## src/rtl/uart_rx.sv

```systemverilog
// uart_rx: UART receiver, 8N1 by default, 8E1 when UART_RX_PARITY_EN is defined.
// Two-flop input synchronizer, baud-table bit timing, one-cycle status strobes.
module uart_rx (
   input  logic       clock,
   input  logic       reset,
   input  logic [2:0] baud_rate_select,
   input  logic       Rx_Serial,
   output logic [7:0] Rx_Byte,
   output logic       Rx_Done,
   output logic       Rx_Active,
   output logic       Framing_Error,
   output logic       Parity_Error
);
   localparam int unsigned CNT_W  = 11;
   localparam int unsigned IDX_W  = 3;
   localparam int unsigned BYTE_W = 8;

   typedef enum logic [2:0] {
      S_IDLE, S_START, S_DATA, S_PARITY, S_STOP, S_BREAK
   } state_t;

   state_t              state_q, state_d;
   logic                sync1_q, sync2_q;
   logic [CNT_W-1:0]    cnt_q, cnt_d;
   logic [CNT_W-1:0]    n_q, n_d;
   logic [IDX_W-1:0]    idx_q, idx_d;
   logic [BYTE_W-1:0]   shift_q, shift_d;
   logic [BYTE_W-1:0]   byte_q, byte_d;
   logic                done_q, done_d;
   logic                ferr_q, ferr_d;
   logic                perr_q, perr_d;
   logic                active_q, active_d;
   logic                rx_s, bit_end, half_end, par_bad;
   logic [CNT_W-1:0]    half_m1;
`ifdef UART_RX_PARITY_EN
   logic                par_q, par_d;
`endif

   function automatic logic [CNT_W-1:0] baud_n(input logic [2:0] sel);
      case (sel)
         3'b000:  baud_n = CNT_W'(1042);
         3'b001:  baud_n = CNT_W'(695);
         3'b010:  baud_n = CNT_W'(521);
         3'b011:  baud_n = CNT_W'(261);
         3'b100:  baud_n = CNT_W'(174);
         3'b101:  baud_n = CNT_W'(87);
         3'b110:  baud_n = CNT_W'(79);
         default: baud_n = CNT_W'(39);
      endcase
   endfunction

   assign rx_s     = sync2_q;
   assign half_m1  = (n_q >> 1) - CNT_W'(1);
   assign half_end = (cnt_q == half_m1);
   assign bit_end  = (cnt_q == n_q - CNT_W'(1));

`ifdef UART_RX_PARITY_EN
   assign par_bad = ^{shift_q, par_q};
`else
   assign par_bad = 1'b0;
`endif

   // Next-state and next-output logic; strobes default low every cycle.
   always_comb begin
      state_d = state_q;
      cnt_d   = cnt_q;
      n_d     = n_q;
      idx_d   = idx_q;
      shift_d = shift_q;
      byte_d  = byte_q;
      done_d  = 1'b0;
      ferr_d  = 1'b0;
      perr_d  = 1'b0;
`ifdef UART_RX_PARITY_EN
      par_d   = par_q;
`endif
      case (state_q)
         S_IDLE: begin
            cnt_d = '0;
            idx_d = '0;
            if (!rx_s) begin
               state_d = S_START;
               n_d     = baud_n(baud_rate_select);
            end
         end
         S_START: begin
            if (half_end) begin
               cnt_d   = '0;
               state_d = rx_s ? S_IDLE : S_DATA;
            end else begin
               cnt_d = cnt_q + CNT_W'(1);
            end
         end
         S_DATA: begin
            if (bit_end) begin
               cnt_d          = '0;
               shift_d[idx_q] = rx_s;
               if (idx_q == IDX_W'(7)) begin
                  idx_d = '0;
`ifdef UART_RX_PARITY_EN
                  state_d = S_PARITY;
`else
                  state_d = S_STOP;
`endif
               end else begin
                  idx_d = idx_q + IDX_W'(1);
               end
            end else begin
               cnt_d = cnt_q + CNT_W'(1);
            end
         end
`ifdef UART_RX_PARITY_EN
         S_PARITY: begin
            if (bit_end) begin
               cnt_d   = '0;
               par_d   = rx_s;
               state_d = S_STOP;
            end else begin
               cnt_d = cnt_q + CNT_W'(1);
            end
         end
`endif
         S_STOP: begin
            if (bit_end) begin
               cnt_d = '0;
               // Framing error wins over parity; a low stop parks in BREAK.
               if (!rx_s) begin
                  ferr_d  = 1'b1;
                  state_d = S_BREAK;
               end else if (par_bad) begin
                  perr_d  = 1'b1;
                  state_d = S_IDLE;
               end else begin
                  byte_d  = shift_q;
                  done_d  = 1'b1;
                  state_d = S_IDLE;
               end
            end else begin
               cnt_d = cnt_q + CNT_W'(1);
            end
         end
         S_BREAK: begin
            cnt_d = '0;
            if (rx_s) state_d = S_IDLE;
         end
         default: state_d = S_IDLE;
      endcase
      active_d = (state_d != S_IDLE) && (state_d != S_BREAK);
   end

   always_ff @(posedge clock) begin
      if (!reset) begin
         sync1_q  <= 1'b1;
         sync2_q  <= 1'b1;
         state_q  <= S_IDLE;
         cnt_q    <= '0;
         n_q      <= CNT_W'(39);
         idx_q    <= '0;
         shift_q  <= '0;
         byte_q   <= '0;
         done_q   <= 1'b0;
         ferr_q   <= 1'b0;
         perr_q   <= 1'b0;
         active_q <= 1'b0;
`ifdef UART_RX_PARITY_EN
         par_q    <= 1'b0;
`endif
      end else begin
         sync1_q  <= Rx_Serial;
         sync2_q  <= sync1_q;
         state_q  <= state_d;
         cnt_q    <= cnt_d;
         n_q      <= n_d;
         idx_q    <= idx_d;
         shift_q  <= shift_d;
         byte_q   <= byte_d;
         done_q   <= done_d;
         ferr_q   <= ferr_d;
         perr_q   <= perr_d;
         active_q <= active_d;
`ifdef UART_RX_PARITY_EN
         par_q    <= par_d;
`endif
      end
   end

   assign Rx_Byte       = byte_q;
   assign Rx_Done       = done_q;
   assign Rx_Active     = active_q;
   assign Framing_Error = ferr_q;
   assign Parity_Error  = perr_q;

endmodule

```

## config.mk

```make
export PLATFORM = sky130hd
export DESIGN_NAME = uart_rx
export DESIGN_NICKNAME = d
export VERILOG_FILES = /design/src/rtl/uart_rx.sv
export SDC_FILE = /design/constraint.sdc
export NUM_CORES = 1
export LEC_CHECK = 0
export BUFFER_PORTS_ARGS = -buffer_cell sky130_fd_sc_hd__buf_4
export CAP_MARGIN = 30
export CORE_MARGIN = 2
export CORE_UTILIZATION = 40
export CTS_CLUSTER_SIZE = 30
export DETAILED_ROUTE_END_ITERATION = 7
export PLACE_DENSITY = 0.53
export SYNTH_ARGS = -nofsm -noshare
export SYNTH_HDL_FRONTEND = slang
export SYNTH_SLANG_ARGS = --single-unit
```

## constraint.sdc

```tcl
create_clock -name clock -period 7.2 [get_ports clock]
set_input_delay 0.72 -clock clock [delete_from_list [all_inputs] [get_ports clock]]
set_output_delay 0.72 -clock clock [all_outputs]
set_load 0.02 [all_outputs]
```

# Word-level counts from Yosys, hierarchy flattened
# Cells that the tools add are included.
dict set report word_totals {
  reg_bits 49
  latch_bits 0
  ram_bits 0
  mem_bits_ro 0
  output_inout_bits 12
  n_memories 0
}
dict set report classes {
  addsub 4
  multipliers 0
  div_mod_pow 0
  order_cmp 2
  n_eq_ne 15
  shifts 0
  mux 21
  n_bitwise 1
  reduce_logical 14
}
# operator n
set op_table {}
lappend op_table {{one-hot mux 11 bit (7 select lines)} 1}
lappend op_table {{one-hot mux 11 bit (3 select lines)} 1}
lappend op_table {{two-way mux 3 bit} 9}
lappend op_table {{== test 11 bit} 2}
lappend op_table {{two-way mux 11 bit} 2}
lappend op_table {{== test 3 bit, second input constant} 6}
lappend op_table {{one-hot mux 3 bit (5 select lines)} 1}
lappend op_table {{adder 11 x 1 -> 11 bit, second input constant} 1}
lappend op_table {{subtractor 10 x 1 -> 11 bit, second input constant} 1}
lappend op_table {{subtractor 11 x 1 -> 11 bit, second input constant} 1}
lappend op_table {{== test 3 x 2 -> 1 bit, second input constant} 3}
lappend op_table {{bitwise mux 8 bit} 1}
lappend op_table {{== test 3 x 1 -> 1 bit, second input constant} 2}
lappend op_table {{zero test 3 bit} 2}
lappend op_table {{one-hot mux 3 bit (2 select lines)} 1}
lappend op_table {{AND reduction 2 bit} 3}
lappend op_table {{AND reduction 3 bit} 2}
lappend op_table {{nonzero test 3 bit} 2}
lappend op_table {{less-than comparator 3 x 4 -> 1 bit, second input constant} 1}
lappend op_table {{OR reduction 2 bit} 2}
lappend op_table {{adder 3 x 1 -> 3 bit, second input constant} 1}
lappend op_table {{demux 1 bit (select 3 bit)} 1}
lappend op_table {{>= comparator 3 x 1 -> 1 bit, second input constant} 1}
lappend op_table {{two-way mux 1 bit} 3}
lappend op_table {{6 further kinds} 7}

# Depth between registers and ports, before layout
# Gate-level depths: netlist of the first run.
dict set report logic_depth {
  word_depth 6
  depth_mapped 11
}

# Worst setup path after synthesis of the first run
# No wires, ideal clock.
dict set report synth_path {
  kind {register -> register}
  startpoint {reg n_q[2]}
  endpoint {reg cnt_q[0]}
  setup_ns 0.115
  t_arrival_ns 2.544
  slack_ns 4.541
  path_stages_with_launch 10
  path_buffers 1
  path_cell_list {dfxtp_1 -> inv_1 -> ha_1 -> or3b_2 -> nor4_1 -> xor2_1 -> or4_1 -> a311oi_2 -> buf_4 -> nor2_1}
}
dict set report synth_between {
  elab_chain_cells 4
  elab_cells_between_ends 7
  cone_classes {2 x add/sub; 2 x eq/ne; 3 x mux}
}
# item line_no
set synth_rtl {}
lappend synth_rtl {{from (decl)} 25} ;# logic [CNT_W-1:0] n_q, n_d;
lappend synth_rtl {{from (signal assigned)} 173} ;# n_q <= n_d;
lappend synth_rtl {{subtractor 11 x 1 -> 11 bit or subtractor 10 x 1 -> 11 bit (tied branches)} {55, 53}}
lappend synth_rtl {{== test 11 bit (on tied branches)} {55, 54}}
lappend synth_rtl {{two-way mux 11 bit (on tied branches)} {95, 124, 87}}
lappend synth_rtl {{one-hot mux 11 bit (3 select lines) *} 77} ;# case (state_q)
lappend synth_rtl {{to (signal assigned)} 172} ;# cnt_q <= cnt_d;
lappend synth_rtl {{to (decl)} 24} ;# logic [CNT_W-1:0] cnt_q, cnt_d;
# Mark *: on every way between the ends. The rest lies on a longest branch, timed or not.
# A chain may end at the register's enable or synchronous reset.

# Worst setup path after layout of the first run
# Ends and elaborated chain as after synthesis.

==> results of run 1 <==
[cell type report]
cell class	instances	area (um2)
inverter	11	41.3
fill	705	3750
clock inverter	2	37.5
timing repair buffer	18	130
multi-input combinational	258	1720
clock buffer	6	82.6
tap	96	120
sequential	49	981
[sequential cells by signal, summed over array words and instances, names as in the netlist]
name / cells
Framing_Error: 1
Rx_Active: 1
shift_q: 8
n_q: 11
cnt_q: 11
state_q: 3
rx_s: 1
idx_q: 3
Rx_Done: 1
sync1_q: 1
Rx_Byte: 8
[path summary, 6_finish.rpt]
check / end / cells past startpoint / slack [ps]
setup / recovery: cnt_q[0] / 8 / 4010
setup reg to reg: cnt_q[0] / 8 / 4010
hold / removal: rx_s / 1 / 420
hold reg to reg: rx_s / 1 / 420
[cell usage in the layout, fill, tap and decap left out, types with 2 or more instances in the layout]
| cell type | synthesis | routed |
|---|---|---|
| ha_1 | 6 | 6 |
| o21ai_0 | 6 | 6 |
| and2_1 | 2 | 2 |
| nor3_1 | 12 | 12 |
| a21oi_1 | 10 | 10 |
| o21ai_1 | 2 | 2 |
| or4_1 | 4 | 4 |
| and3_1 | 6 | 6 |
| o211ai_1 | 3 | 3 |
| mux2i_1 | 18 | 18 |
| nor2b_1 | 5 | 5 |
| nor4_1 | 5 | 5 |
| xor2_1 | 18 | 18 |
| o31ai_1 | 2 | 2 |
| xnor2_1 | 21 | 21 |
| nand3_1 | 12 | 12 |
| o2bb2ai_1 | 2 | 2 |
| or4_4 | 2 | 2 |
| nand4b_1 | 5 | 5 |
| buf_4 | 2 | 16 |
| nand2_1 | 31 | 31 |
| dfxtp_1 | 49 | 49 |
| clkbuf_8 | 0 | 6 |
| nand4_1 | 7 | 7 |
| inv_1 | 10 | 10 |
| nand2b_1 | 2 | 2 |
| a221oi_1 | 2 | 2 |
| nor2_1 | 44 | 44 |
| or3_1 | 2 | 2 |
| buf_2 | 2 | 2 |
[layer usage]
metal	GRT usage [%]	up-vias	part of all wire, %
met5	0	-	0
met4	5.65	0	1.0
met2	25.0	38	44
met1	24.1	1072	52
met3	2.86	4	3.5
li1	-	1191	-
[power by group]
group	switching (mW)	internal (mW)	total, mW
clock	0.0938	0.113	0.207
combinational	0.0208	0.0133	0.0341
sequential	0.00613	0.274	0.280
total	0.121	0.400	0.521
[cell families after synthesis]
logic type               share of synthesized area [%]
XOR/XNOR                                          11.8
other                                            0.130
AND/OR/NAND/NOR                                   27.7
adder cells (fa/ha/maj)                           2.60
AO/OA/AOI/OAI                                     11.3
flip-flops                                        34.0
multiplexers                                      6.25
buffers and inverters                             6.20
[worst max-delay path: stages, from the launching register on]
cell      delay, ps
dfxtp_1         400
inv_1           110
ha_1            190
or3b_2          520
nor4_1          320
xor2_1          130
or4_1           550
a311oi_2        700
nor2_1          120
==> impl_metrics.toml, run 1 <==
[floorplanning]
die-area_um2 = 7900
dieHeight_um = 88.9
ios = 18
die_w_um = 88.9
fp.coreArea_um2 = 6870
num_rows = 30
start_util_pct = 42.0

[synthesis]
synth-async-reset-ratio_pct = 0
ys_seq_area_share_pct = 34.0
synth_common_cells = "dfxtp_1, nor2_1, nand2_1"
postSynthAreaPerCell_um2 = 8.38
yosysMostFrequentCell = "dfxtp_1"
synth_area_leaders = "dfxtp_1, xnor2_1, mux2i_1"
synth_top_cell_by_area = "dfxtp_1"
ys_ff_latch = 49
synth_top_area_share_pct = 34.0
syn_area_um2 = 2880
synth_cells = 344
yosysWarnings = 0
ys_types = 62
ys.flop_type = "dfxtp_1"
syn-num-nets = 356
synth_edf_count = 0

[clock_network]
cts_tree = "yes"
htreeDepth = 2
cts_resized = 0
clkLatencyLatePin_ps = 310
clkSlewWorstSetupHoldPaths_ps = 100
cts_inserted_buffers = 5
cts_hold_buf = 0
cts.sinks = 49
root_buffer = "clkbuf_8"
clk_path_buf_depth = 2
postCtsSetupRepairBufs = 0

[final_layout]
diodes = 0
utilization_pct = 45.4
drive_gt1_share_pct = 11.3
layout.nets = 355
stdcell_area_um2 = 3120
syn2layout_area_growth_pct = 8.07
final_cells = 440

[placement]
placed_area_um2 = 3000
dpl_worst_slack_ps = 3970
io_buffers = 16
gp_congestion = 0.895
dp.cells = 432
hpwl_um = 4390

[outcome]
outcome = "finished, final reports clean"

[detailed_routing]
drt-pass1-iter-count = 4
wirelength_um = 6140
first_iter_violations = 125
drcViolationCount = 0
vias_per_cell = 5.24
wl_per_cell_um = 14.0
ant_nets = 0
vias = 2305

[hold_path]
hp-class = "reg2reg"
hold_start = "sync1_q"

[flow_run]
maxCapViolations = 0

[global_route]
grt-ovfl-total = 0
grt_pass1_wl_um = 10300
antenna_found_initial = 0
grt_max_degree = 27
grt_pass1_vias = 2133
grt_util_all_layers_pct = 16.7

[setup_path]
worstPathRequired_ps = 7360
path_class = "reg2reg"
worstPathArrival_ps = 3350
cp-start-kind = "register"
crit_path_end_kind = "register"
crit_start = "n_q[2]"
cp_max_fo = 11
r2r_start = "n_q[2]"

[timing]
final.setup.tns_ps = 0
finClkSkew_ps = 12.8
hold_violations = 0
holdWs_ps = 419
setup_viol = 0
clock.fmax_mhz = 313
rsz0062_at_grt = "no"
finalWorstSetupSlack_ps = 4010
worst_pin_slew_ps = 770
slew_viol_final = 0
period_needed_ps = 3190
max-slew-margin-rel_pct = 48.7
fin_crit_sh_pct = 44.3

[pwr]
leakage_nw = 1.27
ir_worst_vdd_mv = 0.109
power_mw = 0.521
p_per_area_nw_per_um2 = 167
No activity file was read; power rests on OpenSTA's default activity.
==> run 2, diff against run 1 <==
==> constraint.sdc (replaced) <==
create_clock -name clock -period 3 [get_ports clock]
set_input_delay 0.3 -clock clock [delete_from_list [all_inputs] [get_ports clock]]
set_output_delay 0.3 -clock clock [all_outputs]
set_load 0.02 [all_outputs]
==> impl_metrics.toml, run 2 (synthesis results as in run 1) <==
[outcome]
outcome = "finished, final reports clean"

[timing]
clock.fmax_mhz = 357
period_needed_ps = 2800
slew_viol_final = 0
fin_crit_sh_pct = 93.2
hold_violations = 0
finClkSkew_ps = 10.4
worst_pin_slew_ps = 499
rsz0062_at_grt = "no"
final.setup.tns_ps = 0
setup_viol = 0
max-slew-margin-rel_pct = 65.9

[setup_path]
worstPathArrival_ps = 3010
cp-start-kind = "register"
crit_path_top_delay_cell = "or3b_2"
crit_buf_inv = 3
path_class = "reg2reg"
crit_path_end_kind = "register"
worstPathRequired_ps = 3210
cp_common_cell = "buf_4"
worst_path_dominant_cell_family = "simple AND/OR/NAND/NOR gates"
cp_num_cells = 11
cp_max_fo = 11
cpPeakStageDelay_ps = 530
worstPathCellList = "inv_1 > ha_1 > or3b_2 > o21ai_1 > nand4b_1 > nor4_4 > buf_4 > a221oi_1 > a311oi_2 > buf_4 > nor2_1"
rr_worst_depth = 11

[floorplanning]
fp.coreArea_um2 = 6870
num_rows = 30
dieHeight_um = 88.9
ios = 18
start_util_pct = 42.0
die_w_um = 88.9
die-area_um2 = 7900

[final_layout]
layout_commonest_cell = "dfxtp_1"
final_cell_mix = "dfxtp_1, nor2_1, nand2_1"
drive_gt1_share_pct = 14.4
utilization_pct = 46.6
reg_top3 = "cnt_q x11, n_q x11"
final.fill_count = 687
seqCellArea_um2 = 981
diodes = 0
syn2layout_area_growth_pct = 11.1
layout.nets = 364
multiInputGateArea_um2 = 1740

[pwr]
pwr-share-clk_pct = 39.1
power_frac_seq_pct = 53.9
internal-power_mw = 0.942
switching_share_pct = 24.3
switchingPower_mw = 0.303
ir_worst_vdd_mv = 0.220
combPwrFrac_pct = 7.0
leakage_nw = 1.32
p_per_area_nw_per_um2 = 389

[hold_path]
hold_path_depth = 2
hp-class = "in2reg"

[clock_network]
htreeDepth = 2
cts_hold_buf = 0
cts_inserted_buffers = 5
clkSlewWorstSetupHoldPaths_ps = 100
cts.sinks = 49
root_buffer = "clkbuf_8"
clkLatencyLatePin_ps = 310
cts_tree = "yes"
clk_path_buf_depth = 2

[detailed_routing]
wl_per_cell_um = 13.8
drt-pass1-iter-count = 4
drcViolationCount = 0
vias = 2357
vias_per_cell = 5.25
wirelength_um = 6200
ant_nets = 0
first_iter_violations = 178

[placement]
gp_congestion = 0.859
hpwl_um = 4430
io_buffers = 16

[global_route]
grt-ovfl-total = 0
grt_max_degree = 27
grt_pass1_vias = 2069
grt_pass1_wl_um = 10500
grt_util_all_layers_pct = 17.1
antenna_found_initial = 0

[flow_run]
maxCapViolations = 0
==> run 2: changes by cell type in the layout (fill, tap and decap cells not counted), sizes merged <==
cell	before	now
clkbuf	6	5
buf	18	27
clkinv	1	2
==> run 2: what timing repair did <==
item / 4_1_cts / 5_1_grt
buffers inserted: 0 / 1
setup endpoints to repair: 0 / 24
resized for setup: 0 / 4
==> run 2: final timing paths <==
path	start	to	slack, ps
max reg2reg	n_q[1]	cnt_q[5]	200
max	n_q[1]	cnt_q[5]	200
min reg2reg	sync1_q	rx_s	420
min	Rx_Serial	sync1_q	170
==> run 2: final cells by class <==
cell class                      count  share of cell area [%]
Inverter                           11                    1.29
Clock inverter                      3                    1.44
Multi-Input combinational cell    258                    54.4
Sequential cell                    49                    30.6
Tap cell                           96                    3.75
Clock buffer                        5                    2.15
Timing Repair Buffer               27                    6.33
==> run 2: layer usage <==
metal  track usage (%)  wire (um)  share of wire (%)  vias to the layer above
met5                 0          0                  0                        -
met4              5.10         98                1.6                        0
met3              4.34        310                5.0                        7
met2              24.2       2670                 43                       51
met1              25.4       3120                 50                     1084
li1                  -          -                  -                     1215
==> run 2: per-stage QoR <==
step           cells  hold slack (ps)  power (mW)  cell area [um2]  setup WS [ps]
6_report         449              172        1.25             3200            203
5_1_grt          449              173        1.30             3200           9.11
4_1_cts          448              168        1.26             3180            125
3_5_place_dp     440              397       0.774             3060            155
3_3_place_gp     440              397       0.773             3060            194
2_1_floorplan    344              386       0.751             2880            341
==> run 2: power groups by stage <==
stage / Combinational [mW] / Sequential, mW / Clock, mW
detailed placement: 0.0875 / 0.686 / 0
global route: 0.0982 / 0.674 / 0.533
global placement: 0.0870 / 0.686 / 0
finish: 0.0873 / 0.671 / 0.487
CTS: 0.0877 / 0.671 / 0.502
floorplan: 0.0721 / 0.679 / 0
